--- config.mk ---
export PLATFORM = sky130hd
export DESIGN_NAME = als_spi_responder
export DESIGN_NICKNAME = d
export VERILOG_FILES = /design/src/rtl/als_spi_responder.sv
export SDC_FILE = /design/constraint.sdc
export NUM_CORES = 1
export LEC_CHECK = 0
export BUFFER_PORTS_ARGS = -buffer_cell sky130_fd_sc_hd__buf_2
export CORE_MARGIN = 5
export CORE_UTILIZATION = 30
export CTS_BUF_LIST = sky130_fd_sc_hd__clkbuf_16
export CTS_CLUSTER_DIAMETER = 50
export CTS_CLUSTER_SIZE = 30
export DETAILED_ROUTE_END_ITERATION = 7
export GPL_ROUTABILITY_DRIVEN = 0
export SLEW_MARGIN = 20
export SYNTH_ARGS = -nofsm -noshare
export SYNTH_HDL_FRONTEND = slang
export SYNTH_SLANG_ARGS = --single-unit
export TNS_END_PERCENT = 30
--- constraint.sdc ---
create_clock -name clk -period 5.3 [get_ports clk]
set_input_delay 0.53 -clock clk [delete_from_list [all_inputs] [get_ports clk]]
set_output_delay 0.53 -clock clk [all_outputs]
set_load 0.01 [all_outputs]
--- src/rtl/als_spi_responder.sv ---
// als_spi_responder: oversampled SPI responder emulating the ambient-light-sensor ADC.
// Optional ALS_FRAME_CHECK_EN adds err_cnt counting aborted and over-clocked frames.
module als_spi_responder #(
  parameter int SYNC_STAGES = 2,
  parameter int LEAD_ZEROS  = 3,
  parameter int FRAME_BITS  = 16
) (
  input  logic       clk,
  input  logic       rst,
  input  logic       ncs,
  input  logic       sck,
  input  logic [7:0] sample,
  output logic       sdo,
  output logic       busy,
  output logic       frame_done,
`ifdef ALS_FRAME_CHECK_EN
  output logic [7:0] err_cnt,
`endif
  output logic [7:0] last_sample
);
  localparam int CW = $clog2(FRAME_BITS + 1);
  typedef enum logic [1:0] {IDLE, SHIFT, HOLD} state_t;
  state_t r_state, w_state;
  // one stage beyond the synchronizer keeps the previous sample for edge detection
  logic [SYNC_STAGES:0] r_ncs_sync, r_sck_sync;
  logic [7:0] r_shift, w_shift, r_last, w_last;
  logic [CW-1:0] r_cnt, w_cnt, w_cnt_inc;
  logic r_sdo, w_sdo, r_busy, w_busy, r_done, w_done;
  logic w_ncs_fall, w_ncs_rise, w_sck_fall;
  function automatic logic frame_bit(input logic [7:0] v, input logic [CW-1:0] i);
    int k;
    k = int'(i) - LEAD_ZEROS;
    frame_bit = (k >= 0 && k < 8) ? v[3'(7 - k)] : 1'b0;
  endfunction
  assign w_ncs_fall = !r_ncs_sync[SYNC_STAGES-1] && r_ncs_sync[SYNC_STAGES];
  assign w_ncs_rise = r_ncs_sync[SYNC_STAGES-1] && !r_ncs_sync[SYNC_STAGES];
  assign w_sck_fall = !r_sck_sync[SYNC_STAGES-1] && r_sck_sync[SYNC_STAGES];
  assign w_cnt_inc  = r_cnt + 1'b1;
  always_ff @(posedge clk or posedge rst) begin
    if (rst) begin
      r_ncs_sync <= '1;
      r_sck_sync <= '1;
      r_state    <= IDLE;
      r_shift    <= '0;
      r_cnt      <= '0;
      r_sdo      <= 1'b0;
      r_busy     <= 1'b0;
      r_done     <= 1'b0;
      r_last     <= '0;
    end else begin
      r_ncs_sync <= {r_ncs_sync[SYNC_STAGES-1:0], ncs};
      r_sck_sync <= {r_sck_sync[SYNC_STAGES-1:0], sck};
      r_state    <= w_state;
      r_shift    <= w_shift;
      r_cnt      <= w_cnt;
      r_sdo      <= w_sdo;
      r_busy     <= w_busy;
      r_done     <= w_done;
      r_last     <= w_last;
    end
  end
  always_comb begin
    w_state = r_state;
    w_shift = r_shift;
    w_cnt   = r_cnt;
    w_sdo   = r_sdo;
    w_busy  = r_busy;
    w_done  = 1'b0;
    w_last  = r_last;
    case (r_state)
      IDLE: begin
        w_sdo = 1'b0;
        if (w_ncs_fall) begin
          w_state = SHIFT;
          w_shift = sample;
          w_cnt   = '0;
          w_busy  = 1'b1;
          w_sdo   = frame_bit(sample, '0);
        end
      end
      SHIFT: begin
        if (w_ncs_rise) begin
          w_state = IDLE;
          w_busy  = 1'b0;
          w_sdo   = 1'b0;
        end else if (w_sck_fall) begin
          w_cnt   = w_cnt_inc;
          w_state = (w_cnt_inc == CW'(FRAME_BITS)) ? HOLD : SHIFT;
          w_sdo   = (w_cnt_inc == CW'(FRAME_BITS)) ? 1'b0 : frame_bit(r_shift, w_cnt_inc);
        end
      end
      HOLD: begin
        w_sdo = 1'b0;
        if (w_ncs_rise) begin
          w_state = IDLE;
          w_done  = 1'b1;
          w_last  = r_shift;
          w_busy  = 1'b0;
        end
      end
      default: w_state = IDLE;
    endcase
  end
`ifdef ALS_FRAME_CHECK_EN
  logic r_ovf, w_err_hit;
  logic [7:0] r_err;
  // ncs rise outranks a coincident sck fall, so that fall never marks over-clocking
  assign w_err_hit = (r_state == SHIFT && w_ncs_rise) || (r_state == HOLD && w_ncs_rise && r_ovf);
  always_ff @(posedge clk or posedge rst) begin
    if (rst) begin
      r_ovf <= 1'b0;
      r_err <= '0;
    end else begin
      if (r_state == IDLE && w_ncs_fall) r_ovf <= 1'b0;
      else if (r_state == HOLD && w_sck_fall && !w_ncs_rise) r_ovf <= 1'b1;
      if (w_err_hit && r_err != 8'hFF) r_err <= r_err + 8'd1;
    end
  end
  assign err_cnt = r_err;
`endif
  assign sdo         = r_sdo;
  assign busy        = r_busy;
  assign frame_done  = r_done;
  assign last_sample = r_last;
endmodule

==> out/results.tsv <==
metric	value	unit
die height	82.44	um
drt pass-1 iters	4	
Leak Pwr	0.8902	nW
PwrDens	483.5	nW/um^2
CTS tree	built	
Starting Density	30.82	%
WS Path Type	register to register	
final critical-path share of the clock period	38.64	%
total power	920.7	uW
number of clock sinks	32	
largest net degree at the start of global routing	33	
final hold violation count	0	
crit path time final	2.048	ns
FFs w/ async S/R, synth	100.0	%
CTS root buf	clkbuf_16	
DRT antenna net count	0	
die area	6796	sq um
CTS max path bufs	2	
Clock transition at path regs	0.05	ns
global route overflow	0	
Distinct cells, synth	37	
CP Max Fanout	10	
R2R cell count	6	
Std-Cell Rows	26	
Worst R2R Setup Slack	3.25	ns
Rel. slew slack	68.27	%
Placed Area	1759	sq um
final net count	174	
share of layout cells above drive strength 1	38.61	%
overall routed net length	2.788	mm
Initial DRC Count	45	
syn nets	148	
DR WL/cell	12.23	um
Worst Path Required	5.46	ns
Critical Path AT	2.21	ns
setup TNS	0	ns
Layout area overhead	20.99	%
VDD IR max	0.2201	mV
RSZ-0062 raised after global routing	false	
final setup vio count	0	
post-synth top area share	41.34	%
top post-synthesis cells by area	dfrtp_1, mux2_2, dfstp_2, ha_1, mux4_2	
yosys warns	0	
Seq/Total Area, Yosys	51.35	%
cts hold-fix bufs	0	
CP Launch Type	register	
status	finished, final reports clean	
Final Max Slew Viols	0	
DP HPWL	2.010	mm
Worst Setup End Kind	register	
Synth Area per Inst	12.02	sq um
first-pass GRT wire length	5.112	mm
top cells by count, synth	dfrtp_1, mux2_2	
H-tree depth	2	
Critical R2R Launch	r_cnt[0]	
worst skew pair latency	0.28	ns
final clock skew	0.002566	ns
worst slew pin tran	0.4760	ns
TritonCTS buffer count	5	
vias per cell	4.671	
synthesized flop and latch total	32	
Post-Synthesis Cell Area	1574	sq um
cts repair resizes	0	
Max Fclk	488.3	MHz
drc violations	0	
count leader, synth	dfrtp_1	
fin area	1904	sq um
post-synth top area cell	dfrtp_1	
vias	1065	
number of synthesized flops with an enable pin	0	
MaxCap Viol Count	0	
port bufs	22	
R2R Path End	sdo	
aggregate global-route resource usage	10.04	%
antenna cells	0	
area of the core	5107	sq um
cells after synthesis	131	
die width	82.44	um
vias in the first global route	1123	
Post CTS Setup Buffer Count	0	
Hold Path Class	primary input to asynchronous set/reset pin	
Ports	23	
initial antenna violation count	0	
ys flop type	dfrtp_1	
## layout by cell type, fill, tap and decap left out, types with 2 or more instances in the layout
master	Yosys	routed
a21oi_1	4	4
a31oi_1	2	2
and2_1	3	3
buf_2	1	22
clkbuf_16	0	5
dfrtp_1	26	26
dfstp_2	6	6
ha_1	5	5
inv_1	7	8
mux2_2	17	17
mux4_2	2	2
nand2_1	7	7
nand2b_1	7	7
nand3_1	4	4
nand3b_1	3	3
nor2_1	2	2
o21ai_0	7	7
o21ai_1	3	3
o31ai_1	3	3
xor2_1	3	3
## metal layers
layer  wire [um]  vias up  global-route usage, %  share of wire (%)
met1        1383      522                  12.98                 50
met2        1211       22                  14.90                 43
met4          69        0                  4.983                2.5
met3         124        7                  3.362                4.4
li1            -      514                      -                  -
met5           0        -                      0                  0
## how the worst max path moves through the flow
stage               slack, ns  depth (start not counted)  startpoint   to
global route             3.14                          6    r_cnt[0]  sdo
finish                   3.25                          6    r_cnt[0]  sdo
floorplan                3.30                          7    r_cnt[0]  sdo
detailed placement       3.23                          6    r_cnt[0]  sdo
global placement         3.23                          6    r_cnt[0]  sdo
CTS                      3.22                          6    r_cnt[0]  sdo
## per-stage QoR
stage | utilization (%) | instances | worst slack (ns) | hold slack (ns)
after global placement | 34.44 | 220 | 3.234 | 0.3454
final | 37.29 | 228 | 3.252 | 0.3194
after CTS | 37.29 | 228 | 3.221 | 0.3381
after global routing | 37.29 | 228 | 3.136 | 0.3435
after detailed placement | 34.44 | 220 | 3.231 | 0.3469
after floorplan | - | 131 | 3.305 | 0.3452
## cell families (layout without fill, tap and decap cells)
family | after synthesis | in the layout | synth area share (%)
compound gates | 22 | 22 | 8.982
xor+xnor | 4 | 4 | 2.226
fa+ha+maj | 6 | 6 | 4.690
buf+inv | 12 | 39 | 3.180
flops | 32 | 32 | 51.35
mux | 19 | 19 | 15.02
simple gates | 36 | 36 | 14.55
## worst max-delay path, stage by stage (launching register included)
cell	delay [ns]
dfrtp_1	0.52
inv_1	0.08
ha_1	0.38
mux4_2	0.51
mux2_2	0.29
nand4_1	0.10
o21ai_1	0.06
## registers in the layout, summed over array words and instances (netlist names)
name         count
busy             1
frame_done       1
last_sample      8
r_cnt            5
r_ncs_sync       3
r_sck_sync       3
r_shift          8
r_state          2
sdo              1
## where the power goes
part           leakage, nW  internal [mW]  switching [mW]
registers            0.399          0.301          0.0549
logic                0.420          0.150           0.137
clock network       0.0712          0.173           0.105
## cell type report
type,count,area (sq um)
clock buffer,5,125.1
clock inverter,3,20.02
fill,506,3203
inverter,8,30.03
multi-input combinational,87,715.7
sequential,32,808.3
tap,70,87.58
timing repair buffer,23,117.6
No activity file was read; power rests on OpenSTA's default activity.
